File: config.mk
export PLATFORM = sky130hd
export DESIGN_NAME = inta_sequencer
export DESIGN_NICKNAME = d
export VERILOG_FILES = /design/src/rtl/inta_sequencer.sv
export SDC_FILE = /design/constraint.sdc
export NUM_CORES = 1
export LEC_CHECK = 0
export CAP_MARGIN = 20
export CORE_UTILIZATION = 45
export CTS_BUF_LIST = sky130_fd_sc_hd__clkbuf_8
export CTS_CLUSTER_DIAMETER = 150
export DETAILED_ROUTE_END_ITERATION = 16
export HOLD_SLACK_MARGIN = 0.08
export PLACE_DENSITY = 0.72
export SYNTH_ARGS = -nofsm -noshare
export SYNTH_HDL_FRONTEND = slang
export SYNTH_SLANG_ARGS = --single-unit
File: constraint.sdc
create_clock -name CLK -period 8.57 [get_ports CLK]
set_input_delay 0.857 -clock CLK [delete_from_list [all_inputs] [get_ports CLK]]
set_output_delay 0.857 -clock CLK [all_outputs]
set_load 0.02 [all_outputs]
File: src/rtl/inta_sequencer.sv
// 8259 interrupt-acknowledge sequencer: owns ISR and the rotating priority pointer,
// raises INT and runs the two-pulse INTA handshake with EOI/AEOI handling.
module inta_sequencer #(
    parameter int unsigned INTA_TIMEOUT = 255
) (
    input  logic       CLK,
    input  logic       RST,
    input  logic [7:0] IRR,
    input  logic [4:0] ICW2_BASE,
    input  logic       AEOI,
    input  logic       ROTATE_EN,
    input  logic       EOI_STB,
    input  logic       SEOI_STB,
    input  logic [2:0] SEOI_LVL,
    input  logic       INTA_N,
    output logic       INT,
    output logic [7:0] IRR_CLR,
    output logic [7:0] ISR,
    output logic [7:0] VEC_DATA,
    output logic       VEC_OE,
    output logic [2:0] PRI_PTR,
    output logic       ACK_ERR
);

    localparam logic [7:0] LP_TIMEOUT = 8'(INTA_TIMEOUT);

    typedef enum logic [1:0] {
        S_IDLE = 2'd0,
        S_ACK1 = 2'd1,
        S_GAP  = 2'd2,
        S_ACK2 = 2'd3
    } state_t;

    // Returns {found, rank} of the highest-priority set bit; level = ptr + 1 + rank.
    function automatic logic [3:0] f_rank(input logic [7:0] v, input logic [2:0] ptr);
        logic [3:0] res;
        res = 4'd0;
        for (int k = 7; k >= 0; k--) begin
            if (v[3'(ptr + 3'd1 + 3'(k))]) res = {1'b1, 3'(k)};
        end
        return res;
    endfunction

    state_t     r_state, w_state_nxt;
    logic [7:0] r_isr, w_isr_nxt;
    logic [2:0] r_ptr, w_ptr_nxt;
    logic [2:0] r_lvl, w_lvl_nxt;
    logic       r_spur, w_spur_nxt;
    logic [7:0] r_cnt, w_cnt_nxt;
    logic       r_int, w_int_nxt;
    logic [7:0] r_irr_clr, w_irr_clr_nxt;
    logic [7:0] r_vec_data, w_vec_data_nxt;
    logic       r_vec_oe, w_vec_oe_nxt;
    logic       r_ack_err, w_ack_err_nxt;
    logic       r_inta_prev;

    logic [3:0] w_win, w_isr_hi;
    logic [2:0] w_win_lvl, w_isr_lvl, w_eoi_lvl;
    logic [7:0] w_isr_set, w_eoi_clr, w_aeoi_clr;
    logic       w_eoi_rot, w_aeoi_rot, w_fall;

    assign w_win     = f_rank(IRR, r_ptr);
    assign w_isr_hi  = f_rank(r_isr, r_ptr);
    assign w_win_lvl = 3'(r_ptr + 3'd1 + w_win[2:0]);
    assign w_isr_lvl = 3'(r_ptr + 3'd1 + w_isr_hi[2:0]);
    assign w_fall    = !INTA_N && r_inta_prev;

    always_ff @(posedge CLK) begin
        if (RST) begin
            r_state     <= S_IDLE;
            r_isr       <= 8'd0;
            r_ptr       <= 3'd7;
            r_lvl       <= 3'd0;
            r_spur      <= 1'b0;
            r_cnt       <= 8'd0;
            r_int       <= 1'b0;
            r_irr_clr   <= 8'd0;
            r_vec_data  <= 8'd0;
            r_vec_oe    <= 1'b0;
            r_ack_err   <= 1'b0;
            r_inta_prev <= 1'b1;
        end else begin
            r_state     <= w_state_nxt;
            r_isr       <= w_isr_nxt;
            r_ptr       <= w_ptr_nxt;
            r_lvl       <= w_lvl_nxt;
            r_spur      <= w_spur_nxt;
            r_cnt       <= w_cnt_nxt;
            r_int       <= w_int_nxt;
            r_irr_clr   <= w_irr_clr_nxt;
            r_vec_data  <= w_vec_data_nxt;
            r_vec_oe    <= w_vec_oe_nxt;
            r_ack_err   <= w_ack_err_nxt;
            r_inta_prev <= INTA_N;
        end
    end

    always_comb begin
        w_state_nxt    = r_state;
        w_lvl_nxt      = r_lvl;
        w_spur_nxt     = r_spur;
        w_cnt_nxt      = r_cnt;
        w_irr_clr_nxt  = 8'd0;
        w_vec_data_nxt = r_vec_data;
        w_vec_oe_nxt   = r_vec_oe;
        w_ack_err_nxt  = 1'b0;
        w_isr_set      = 8'd0;
        w_aeoi_clr     = 8'd0;
        w_aeoi_rot     = 1'b0;
        w_eoi_clr      = 8'd0;
        w_eoi_rot      = 1'b0;
        w_eoi_lvl      = 3'd0;

        unique case (r_state)
            S_IDLE: begin
                if (w_fall) begin
                    w_state_nxt = S_ACK1;
                    // A request withdrawn before the edge yields a spurious level-7 ack.
                    if (r_int && w_win[3]) begin
                        w_lvl_nxt     = w_win_lvl;
                        w_spur_nxt    = 1'b0;
                        w_isr_set     = 8'd1 << w_win_lvl;
                        w_irr_clr_nxt = 8'd1 << w_win_lvl;
                    end else begin
                        w_lvl_nxt  = 3'd7;
                        w_spur_nxt = 1'b1;
                    end
                end
            end
            S_ACK1: begin
                if (INTA_N) begin
                    w_state_nxt = S_GAP;
                    w_cnt_nxt   = 8'd0;
                end
            end
            S_GAP: begin
                if (w_fall) begin
                    w_state_nxt    = S_ACK2;
                    w_vec_oe_nxt   = 1'b1;
                    w_vec_data_nxt = {ICW2_BASE, r_lvl};
                end else begin
                    w_cnt_nxt = 8'(r_cnt + 8'd1);
                    if (8'(r_cnt + 8'd1) == LP_TIMEOUT) begin
                        w_ack_err_nxt = 1'b1;
                        w_state_nxt   = S_IDLE;
                    end
                end
            end
            S_ACK2: begin
                if (INTA_N) begin
                    w_state_nxt  = S_IDLE;
                    w_vec_oe_nxt = 1'b0;
                    if (AEOI && !r_spur) begin
                        w_aeoi_clr = 8'd1 << r_lvl;
                        w_aeoi_rot = ROTATE_EN;
                    end
                end
            end
            default: w_state_nxt = S_IDLE;
        endcase

        // EOIs are judged against the pre-set ISR; specific beats non-specific.
        if (SEOI_STB) begin
            w_eoi_clr = 8'd1 << SEOI_LVL;
            w_eoi_rot = ROTATE_EN;
            w_eoi_lvl = SEOI_LVL;
        end else if (EOI_STB && w_isr_hi[3]) begin
            w_eoi_clr = 8'd1 << w_isr_lvl;
            w_eoi_rot = ROTATE_EN;
            w_eoi_lvl = w_isr_lvl;
        end

        w_isr_nxt = (r_isr | w_isr_set) & ~w_eoi_clr & ~w_aeoi_clr;

        if (w_eoi_rot)       w_ptr_nxt = w_eoi_lvl;
        else if (w_aeoi_rot) w_ptr_nxt = r_lvl;
        else                 w_ptr_nxt = r_ptr;

        w_int_nxt = (w_state_nxt == S_IDLE) && w_win[3] &&
                    (!w_isr_hi[3] || (w_win[2:0] < w_isr_hi[2:0]));
    end

    assign INT      = r_int;
    assign IRR_CLR  = r_irr_clr;
    assign ISR      = r_isr;
    assign VEC_DATA = r_vec_data;
    assign VEC_OE   = r_vec_oe;
    assign PRI_PTR  = r_ptr;
    assign ACK_ERR  = r_ack_err;

endmodule

; ---- Yosys cells after proc, flatten, opt, wreduce, memory -nomap -nowiden
; Index checks and enable logic that the tools add are counted.
[totals]
regBits = 45
input_bits = 23
output_inout_bits = 30
wordCells = 150
[classes]
addsub = 11
magnitude_cmp = 9
eq_ne = 8
n_shift = 4
n_mux = 80
bitwise_logic = 6
reduce_logical = 20
[ops]
columns = cell, count
row1 = 8-bit two-way mux, 10
row2 = 4-bit two-way mux, 16
row3 = 1-bit binary-select mux with 3-bit select, 16
row4 = "3-bit by 4-bit less-than comparator with 1-bit output, second input constant", 8
row5 = "1-bit by 3-bit left shift with 8-bit output, first input constant", 4
row6 = 1-bit two-way mux, 25
row7 = 8-bit bitwise AND, 2
row8 = 8-bit inverter, 2
row9 = 8-bit case mux with 2 select lines, 1
row10 = 3-bit two-way mux, 5
row11 = "3-bit adder, second input constant", 4
row12 = 2-bit two-way mux, 5
row13 = "8-bit by 1-bit adder with 8-bit output, second input constant", 1
row14 = "8-bit == test, second input constant", 1
row15 = "2-bit inequality test, second input constant", 4
row16 = 8-bit bitwise OR, 1
row17 = 2-bit case mux with 4 select lines, 1
row18 = "3-bit by 1-bit adder with 3-bit output, second input constant", 2
row19 = "3-bit by 2-bit adder with 3-bit output, second input constant", 2
row20 = 3-bit adder, 2
row21 = 1-bit logical AND, 6
row22 = 3-bit AND reduction, 2
row23 = 2-bit nonzero test, 3
row24 = "2-bit == test, second input constant", 2
row25 = other kinds (9), 13

; ---- Logic depth before layout (Yosys ltp)
; Gate-level depths: netlist of run 1.
[depth]
word_depth = 20
depth_mapped = 19
depth_no_buf = 14

; ---- Worst setup path after synthesis of run 1
; Ideal clock, no wire load.
[synth_path]
path_kind = reg-to-reg
start = register r_ptr[0], in the netlist PRI_PTR[0]
end = register r_isr[6], in the netlist ISR[6]
arrival_time_ns = 4.619
t_required_ns = 8.484
slack_ns = 3.865
stages_incl_launch_ff = 20
path_cell_list = dfxtp_1 -> buf_4 -> inv_2 -> ha_1 -> buf_6 -> buf_12 -> buf_12 -> buf_2 -> mux2_2 -> mux4_2 -> nand3_1 -> a31oi_1 -> a211oi_1 -> ha_1 -> inv_1 -> fa_1 -> xnor2_1 -> mux2i_1 -> or3_4 -> a221oi_2
[synth_between]
elab_chain_len = 20
[synth_lines]
columns = element, line_no
row1 = "start, declared", 46  ; logic [2:0] r_ptr, w_ptr_nxt;
row2 = "start signal, assigned", 85  ; r_ptr <= w_ptr_nxt;
row3 = 3-bit by 1-bit adder with 3-bit output (*), "39, 64, 65"
row4 = 3-bit adder, 39  ; if (v[3'(ptr + 3'd1 + 3'(k))]) res = {1'b1, 3'(k)};
row5 = 1-bit binary-select mux with 3-bit select, 39
row6 = 1-bit two-way mux (implied by the code), 39
row7 = 4-bit two-way mux (8 in series), 39
row8 = 3-bit adder, 64  ; assign w_win_lvl = 3'(r_ptr + 3'd1 + w_win[2:0]);
row9 = 1-bit by 3-bit left shift with 8-bit output, 122  ; w_isr_set = 8'd1 << w_win_lvl;
row10 = 8-bit two-way mux, 119  ; if (r_int && w_win[3]) begin
row11 = 8-bit two-way mux, 116  ; if (w_fall) begin
row12 = 8-bit two-way mux, --
row13 = 8-bit bitwise OR, 173  ; w_isr_nxt = (r_isr | w_isr_set) & ~w_eoi_clr & ~w_aeoi_clr;
row14 = 8-bit bitwise AND (*) (2 in series), 173
row15 = "end signal, assigned", 84  ; r_isr <= w_isr_nxt;
row16 = "end, declared", 45  ; logic [7:0] r_isr, w_isr_nxt;
; Every way passes the cells marked *; elsewhere a longest branch is shown, timed or not. The select of a mux whose other input is x is not followed.
; A chain may end at the register's enable or synchronous reset.

; ---- Final worst setup path of run 1
[layout_path]
start = register r_ptr[0], in the netlist PRI_PTR[0]
end = register r_isr[3], in the netlist ISR[3]
; The elaborated chain is that of the path after synthesis.

==> impl_metrics.toml, run 1 <==
[status]
outcome = "finished, final reports clean"

[critical_path]
crit_type = "reg2reg"
arrival_ns = 5.35
reg2regPathDepth = 16
crit_required_ns = 8.77
rrSetupSlack_ns = 3.42
startpoint_type = "flop"
crit_fanout = 24
worstSetupEndpointType = "flop"
crit_start = "PRI_PTR[0]"
worstReg2RegStart = "PRI_PTR[0]"

[timing]
setup_viol = 0
worst_pin_slew_ns = 0.875
fmax_ghz = 0.194
hold_viol = 0
final.setup.tns_ns = 0
finalCritPeriodShare_pct = 60.1
period_minus_slack_ns = 5.15
fin_skew_ns = 0.00448
drv_slew = 0
layout_setup_ws_ns = 3.42
relSlewSlack_pct = 41.5
grt_setup_unrepaired = "no"

[hold_path]
min_path_type = "reg2reg"
hold_start = "r_cnt[7]"
hold-path-cell-count = 1

[synthesis]
synth_common_cells = "nor2_1, dfxtp_1, mux2i_1"
synth_warnings = 0
synth.area.top_cells = "dfxtp_1, mux4_2, mux4_1"
post-synth-top-area-fraction_pct = 23.7
syn_inst = 408
synth-edff-count = 0
synth_area_um2 = 3810
synthDistinctLibCells = 57
synthFlopType = "dfxtp_1"
async_reset_ff_share_pct = 0
ys_seq_area_share_pct = 23.7
synth_most_common_cell = "nor2_1"
ys_ff_latch = 45
synth_top_cell_by_area = "dfxtp_1"
syn-num-nets = 441
synth_area_per_cell_um2 = 9.33

[finish]
stdcell_area_um2 = 4450
area_growth_pct = 16.8
n_antenna_cell = 0
layout-drive-gt1-share_pct = 14.4
nNetsFinal = 482
n_fill_cell = 743
final_cells = 555

[placed_design]
pre_cts_ws_ns = 3.45
gp_routability_congestion = 0.911
dp.cells = 547
dp_hpwl_um = 7040
io_buffers = 52
postPlaceCellArea_um2 = 4350

[floorplanning]
die_x_um = 94.0
initial_utilization_pct = 46.3
core_area_um2 = 8220
die_h_um = 94.0
row_count = 33
dieArea_um2 = 8830
ios = 53

[flow_run]
maxCapViolCount = 0

[grt]
use_met3_pct = 2.83
track_usage_pct = 22.0
grt_util_met1_pct = 28.2
use_met2_pct = 38.0
grt_max_degree = 38
globalRoute.busiestLayer = "met2"
gr-total-overflow = 0
grt_pass1_vias = 3151
grt_antenna_before_repair = 0
grt_pass1_wl_um = 15300

[power]
p_leak_nw = 1.64
ir_worst_vdd_mv = 0.0887
power.density_nw_per_um2 = 173

[clock_tree]
clkLatencyLatePin_ns = 0.30
root_buffer = "clkbuf_8"
clk_path_buf_depth = 2
ctsHoldBuffers = 0
cts_tree = "yes"
cts.sinks = 45
post_cts_resized = 0
cts_inserted_buffers = 5
cts-htree-levels = 2
post-cts-setup-buffer-count = 0
clkTransAtPathRegs_ns = 0.09

[route]
drt-total-wl_um = 9360
drtIter0Drc = 196
vias = 3386
ant_nets = 0
wl_per_cell_um = 16.9
drtPass1Iterations = 5
drc = 0
avgViaCountPerCell = 6.10
==> registers in the layout, indices dropped and copies added, names as in the netlist, 2 cells and up <==
register and flops:
r_state 2, VEC_DATA 8, r_cnt 8, ISR 8
IRR_CLR 8, PRI_PTR 3, r_lvl 3
==> worst paths after layout <==
path                                  to
worst min-delay path            r_cnt[7]
worst max-delay path              ISR[3]
worst max register to register    ISR[3]
worst min register to register  r_cnt[7]
==> layout make-up <==
type | instances | area, um^2 | share of cell area, %
Multi-Input combinational cell | 325 | 2710 | 61.0
Clock inverter | 3 | 25.0 | 0.563
Clock buffer | 5 | 68.8 | 1.55
Tap cell | 105 | 131 | 2.96
Timing Repair Buffer | 55 | 543 | 12.2
Sequential cell | 45 | 901 | 20.3
Inverter | 17 | 63.8 | 1.44
==> critical path, cell delays in order, from the launching register on <==
cell      delay, ns
dfxtp_1        0.32
buf_4          0.31
inv_2          0.20
ha_1           0.67
buf_4          0.40
mux4_1         0.62
mux2i_1        0.26
nand2b_1       0.14
o21ai_0        0.08
a211oi_1       0.30
ha_1           0.21
inv_1          0.05
fa_1           0.37
xnor2_1        0.31
mux2i_1        0.42
nor3_1         0.11
o221a_2        0.26
==> per-stage QoR <==
step	utilization [%]	total power, mW	hold WS (ns)
final	54.1	0.771	0.474
after floorplan	-	0.553	0.435
after CTS	54.1	0.769	0.478
after global routing	54.1	0.821	0.499
after global placement	53.0	0.622	0.451
after detailed placement	53.0	0.631	0.464
==> power breakdown <==
part           switching (mW)  internal [mW]  total (mW)
Clock                  0.0802         0.0590       0.139
Sequential             0.0148          0.218       0.233
Combinational           0.218          0.181       0.399
Total                   0.313          0.458       0.771
==> layer usage <==
metal / vias up / wire length, um
met5: - / 0
met4: 0 / 194
met3: 20 / 408
met2: 102 / 4530
met1: 1647 / 4230
li1: 1617 / -
==> cell usage in the layout, fill, tap and decap left out, types with 5 or more instances in the layout <==
cell             count
a211oi_1             6
a21oi_1             12
a31oi_1              6
clkbuf_8             5
clkdlybuf4s50_1     52
dfxtp_1             45
ha_1                 8
inv_1               15
mux2_2               7
mux2i_1             24
mux4_1              13
mux4_2              19
nand2_1             23
nand2b_1            10
nand3_1             11
nor2_1              64
nor2b_1              6
nor3_1              14
nor3b_1              6
o211ai_1             5
o21ai_0             15
o221a_2              6
or2_2               15
xnor2_1              6
==> kinds of logic (layout without fill, tap and decap cells) <==
kind of cell             after synthesis  after routing  share of synthesized area, %
XOR/XNOR                               9              9                          2.43
adder cells (fa/ha/maj)               10             10                          3.68
AO/OA/AOI/OAI                         73             73                          14.0
multiplexers                          64             64                          29.2
AND/OR/NAND/NOR                      169            169                          21.9
buffers and inverters                 38             80                          5.09
flip-flops                            45             45                          23.7
No activity file was read; power rests on OpenSTA's default activity.
==> run 2, diff against run 1 <==
--- a/config.mk
+++ b/config.mk
@@ -11,7 +11,7 @@
 export CTS_CLUSTER_DIAMETER = 150
 export DETAILED_ROUTE_END_ITERATION = 16
 export HOLD_SLACK_MARGIN = 0.08
-export PLACE_DENSITY = 0.72
+export PLACE_DENSITY = 0.74
 export SYNTH_ARGS = -nofsm -noshare
 export SYNTH_HDL_FRONTEND = slang
 export SYNTH_SLANG_ARGS = --single-unit
==> constraint.sdc (replaced) <==
create_clock -name CLK -period 4.2 [get_ports CLK]
set_input_delay 0.42 -clock CLK [delete_from_list [all_inputs] [get_ports CLK]]
set_output_delay 0.42 -clock CLK [all_outputs]
set_load 0.02 [all_outputs]
==> impl_metrics.toml, run 2 (synthesis gave the netlist of run 1 again) <==
[status]
outcome = "finished, final reports clean"

[power]
internal_power_mw = 0.976
power.density_nw_per_um2 = 358
clkPwrFrac_pct = 17.3
pwr-share-seq_pct = 28.8
p_leak_nw = 1.69
comb_power_share_pct = 53.8
sw_frac_of_total_pct = 40.2
ir_worst_vdd_mv = 0.212
power_switching_mw = 0.655

[clock_tree]
root_buffer = "clkbuf_8"
ctsHoldBuffers = 0
cts_inserted_buffers = 5
cts-htree-levels = 2
clkLatencyLatePin_ns = 0.30
clk_path_buf_depth = 2
cts.sinks = 45
cts_tree = "yes"
clkTransAtPathRegs_ns = 0.09

[finish]
final_cell_mix = "nor2_1, clkdlybuf4s50_1, dfxtp_1"
fin_util_pct = 55.4
n_fill_cell = 730
final_common_cell = "nor2_1"
area_growth_pct = 19.7
layout-drive-gt1-share_pct = 17.6
n_antenna_cell = 0
nNetsFinal = 491

[route]
avgViaCountPerCell = 6.02
wl_per_cell_um = 17.1
top_layer = "met4"
drc = 0
wl_met3_um = 535
drtIter0Drc = 243
drtPass1Iterations = 7
ant_nets = 0
vias = 3393
drt-total-wl_um = 9670
drt-met1-wl_um = 4200
wl_met2_um = 4840

[hold_path]
min_path_type = "reg2reg"
hold-path-cell-count = 1

[critical_path]
path_buf_inv = 2
critical-path-top-delay-family = "multiplexers"
reg2regPathDepth = 14
cp.depth = 14
crit_top_cell = "mux2i_1"
crit_fanout = 12
worstSetupEndpointType = "flop"
worst_path_max_delay_cell = "mux4_1"
worstPathCellList = "inv_4 > ha_4 > mux4_1 > mux2i_1 > nand2b_1 > o21ai_0 > a211oi_2 > ha_1 > inv_1 > fa_1 > xnor2_2 > mux2i_1 > or3_4 > a221oi_2"
crit_type = "reg2reg"
startpoint_type = "flop"
max_stage_delay_ns = 0.65
arrival_ns = 4.11
crit_required_ns = 4.41

[flow_run]
maxCapViolCount = 0

[placed_design]
pre_cts_ws_ns = 0.150
io_buffers = 52
gp_routability_congestion = 0.872
dp_hpwl_um = 7320

[timing]
relSlewSlack_pct = 41.8
setup_viol = 0
finalCritPeriodShare_pct = 92.7
period_minus_slack_ns = 3.89
drv_slew = 0
final.setup.tns_ns = 0
grt_setup_unrepaired = "no"
hold_viol = 0
fmax_ghz = 0.257
fin_skew_ns = 0.0103
layout_setup_ws_ns = 0.305
worst_pin_slew_ns = 0.870

[grt]
grt_pass1_vias = 3145
grt_antenna_before_repair = 0
track_usage_pct = 22.5
grt_pass1_wl_um = 15600
grt_max_degree = 25
gr-total-overflow = 0

[floorplanning]
ios = 53
initial_utilization_pct = 46.3
core_area_um2 = 8220
die_x_um = 94.0
dieArea_um2 = 8830
row_count = 33
die_h_um = 94.0
run 2: cell count changes in the layout (fill, tap and decap cells not counted), sizes merged:
| cell | before | now |
|---|---|---|
| buf | 3 | 12 |
run 2: final timing paths:
check             slack (ns)        to       start
setup / recovery        0.31    ISR[6]  PRI_PTR[0]
hold / removal          0.47  r_cnt[7]    r_cnt[7]
setup reg to reg        0.31    ISR[6]  PRI_PTR[0]
hold reg to reg         0.47  r_cnt[7]    r_cnt[7]
run 2: worst reg2reg max path, cell delays in order (launching register included):
cell and delay (ns):
dfxtp_4 0.37, inv_4 0.04, ha_4 0.38, mux4_1 0.65, mux2i_1 0.25, nand2b_1 0.14
o21ai_0 0.10, a211oi_2 0.27, ha_1 0.19, inv_1 0.05, fa_1 0.40, xnor2_2 0.22
mux2i_1 0.15, or3_4 0.39, a221oi_2 0.22
run 2: timing repair:
item	4_1_cts	5_1_grt
endpoints found under the setup margin	0	8
setup buffers	0	1
gates resized for setup	0	2
run 2: metrics by stage:
step,cell area [um^2],std cells,hold slack (ns),power [mW]
4_1_cts,4540,563,0.475,1.62
3_3_place_gp,4450,555,0.447,1.32
3_5_place_dp,4450,555,0.461,1.34
5_1_grt,4560,564,0.485,1.73
6_report,4560,564,0.470,1.63
2_1_floorplan,3860,408,0.435,1.15
run 2: power by group through the flow:
| stage | Combinational (mW) | Clock (mW) | Sequential (mW) |
|---|---|---|---|
| 3_3_place_gp | 0.837 | 0 | 0.479 |
| 2_1_floorplan | 0.670 | 0 | 0.484 |
| 6_report | 0.878 | 0.283 | 0.470 |
| 3_5_place_dp | 0.859 | 0 | 0.479 |
| 5_1_grt | 0.951 | 0.305 | 0.473 |
| 4_1_cts | 0.863 | 0.286 | 0.469 |
run 2: area by class of cell:
cell class                      instances  area (um^2)  area share, %
Multi-Input combinational cell        325         2750           60.3
Inverter                               17         66.3           1.46
Tap cell                              105          131           2.88
Timing Repair Buffer                   64          614           13.5
Clock buffer                            5         68.8           1.51
Sequential cell                        45          905           19.9
Clock inverter                          3         25.0          0.549
run 2: per-layer routing:
| metal | vias up | track usage [%] |
|---|---|---|
| li1 | 1639 | - |
| met1 | 1626 | 30.5 |
| met2 | 120 | 38.8 |
| met3 | 8 | 2.10 |
| met4 | 0 | 4.62 |
| met5 | - | 0 |
==> run 3, diff against run 2 <==
--- a/config.mk
+++ b/config.mk
@@ -11,6 +11,7 @@
 export CTS_CLUSTER_DIAMETER = 150
 export DETAILED_ROUTE_END_ITERATION = 16
 export HOLD_SLACK_MARGIN = 0.08
+export MAX_ROUTING_LAYER = met4
 export PLACE_DENSITY = 0.74
 export SYNTH_ARGS = -nofsm -noshare
 export SYNTH_HDL_FRONTEND = slang
==> impl_metrics.toml, run 3 (synthesis gave the netlist of run 1 again) <==
[clock_tree]
cts-htree-levels = 2
ctsHoldBuffers = 0
clkLatencyLatePin_ns = 0.31
clkTransAtPathRegs_ns = 0.10
root_buffer = "clkbuf_8"
cts_inserted_buffers = 5
cts_tree = "yes"
cts.sinks = 45
clk_path_buf_depth = 2

[floorplanning]
ios = 53
core_area_um2 = 8220
dieArea_um2 = 8830
die_h_um = 94.0
initial_utilization_pct = 46.3
die_x_um = 94.0
row_count = 33

[grt]
grt_max_degree = 26
grt_pass1_wl_um = 15900
track_usage_pct = 23.4
grt_antenna_before_repair = 0
grt_pass1_vias = 3211
gr-total-overflow = 0

[critical_path]
max_stage_delay_ns = 0.65
crit_fanout = 13
crit_start = "PRI_PTR[0]"
arrival_ns = 4.08
worstReg2RegStart = "PRI_PTR[0]"
worstSetupEndpointType = "flop"
worstPathCellList = "inv_4 > ha_4 > buf_4 > mux4_1 > nor2_1 > mux4_2 > a21oi_1 > or2_2 > inv_1 > fa_1 > or3_1 > o221a_2"
crit_type = "reg2reg"
path_buf_inv = 3
crit_required_ns = 4.40
worst_path_max_delay_cell = "mux4_1"
critical-path-top-delay-family = "multiplexers"
startpoint_type = "flop"

[timing]
fmax_ghz = 0.258
drv_slew = 0
finalCritPeriodShare_pct = 92.4
fin_skew_ns = 0.00959
period_minus_slack_ns = 3.88
layout_setup_ws_ns = 0.319
hold_viol = 0
setup_viol = 0
final.setup.tns_ns = 0
relSlewSlack_pct = 42.7
grt_setup_unrepaired = "no"
worst_pin_slew_ns = 0.856

[route]
drc = 0
avgViaCountPerCell = 6.12
wl_per_cell_um = 17.6
drtIter0Drc = 221
ant_nets = 0
vias = 3440
drtPass1Iterations = 5
drt-total-wl_um = 9910

[finish]
area_growth_pct = 19.2
n_antenna_cell = 0
nNetsFinal = 489
final_cell_mix = "nor2_1, clkdlybuf4s50_1, dfxtp_1"
final_common_cell = "nor2_1"
fin_util_pct = 55.2
layout-drive-gt1-share_pct = 17.1

[power]
p_leak_nw = 1.68
p_total_mw = 1.64
ir_worst_vdd_mv = 0.183
power.density_nw_per_um2 = 360

[hold_path]
hold_start = "VEC_DATA[5]"
min_path_type = "reg2reg"

[flow_run]
maxCapViolCount = 0

[status]
outcome = "finished, final reports clean"

[placed_design]
dp_hpwl_um = 7420
pre_cts_ws_ns = 0.231
io_buffers = 52
gp_routability_congestion = 0.897
[run 3: area by class of cell]
| cell class | instances | area [um^2] |
|---|---|---|
| Multi-Input combinational cell | 325 | 2740 |
| Fill cell | 736 | 3680 |
| Timing Repair Buffer | 62 | 599 |
| Clock buffer | 5 | 68.8 |
| Clock inverter | 3 | 25.0 |
| Tap cell | 105 | 131 |
| Sequential cell | 45 | 905 |
| Inverter | 17 | 66.3 |
[run 3: timing repair]
action / in CTS / in global routing
hold endpoints to repair: 0 / 0
setup endpoints to repair: 0 / 2
buffers inserted: 0 / 1
gates resized for setup: 0 / 1
[run 3: path summary, 6_finish.rpt]
| path | endpoint | cells after the start | slack, ns |
|---|---|---|---|
| max | ISR[0] | 12 | 0.32 |
| min | VEC_DATA[5] | 2 | 0.50 |
| max reg2reg | ISR[0] | 12 | 0.32 |
| min reg2reg | VEC_DATA[5] | 2 | 0.50 |
[run 3: worst register-to-register path, cell delays in order (launching register included)]
cell,delay [ns]
dfxtp_4,0.37
inv_4,0.04
ha_4,0.39
buf_4,0.24
mux4_1,0.65
nor2_1,0.13
mux4_2,0.29
a21oi_1,0.07
or2_2,0.32
inv_1,0.09
fa_1,0.46
or3_1,0.41
o221a_2,0.30
[run 3: report_power, final]
part / internal, mW / switching [mW]
Combinational: 0.408 / 0.470
Clock: 0.120 / 0.167
Sequential: 0.445 / 0.0261
[run 3: routing by layer]
| metal | up-vias | share of wire [%] | track usage, % |
|---|---|---|---|
| li1 | 1636 | - | - |
| met1 | 1679 | 45 | 30.8 |
| met2 | 113 | 49 | 39.1 |
| met3 | 12 | 5.1 | 2.51 |
| met4 | 0 | 1.2 | 4.74 |
| met5 | - | 0 | - |
[run 3: per-stage QoR]
step,cell area [um^2],hold WS [ns],std cells
3_5_place_dp,4430,0.488,553
5_1_grt,4540,0.528,562
3_3_place_gp,4430,0.447,553
2_1_floorplan,3860,0.435,408
6_report,4540,0.502,562
4_1_cts,4530,0.498,561
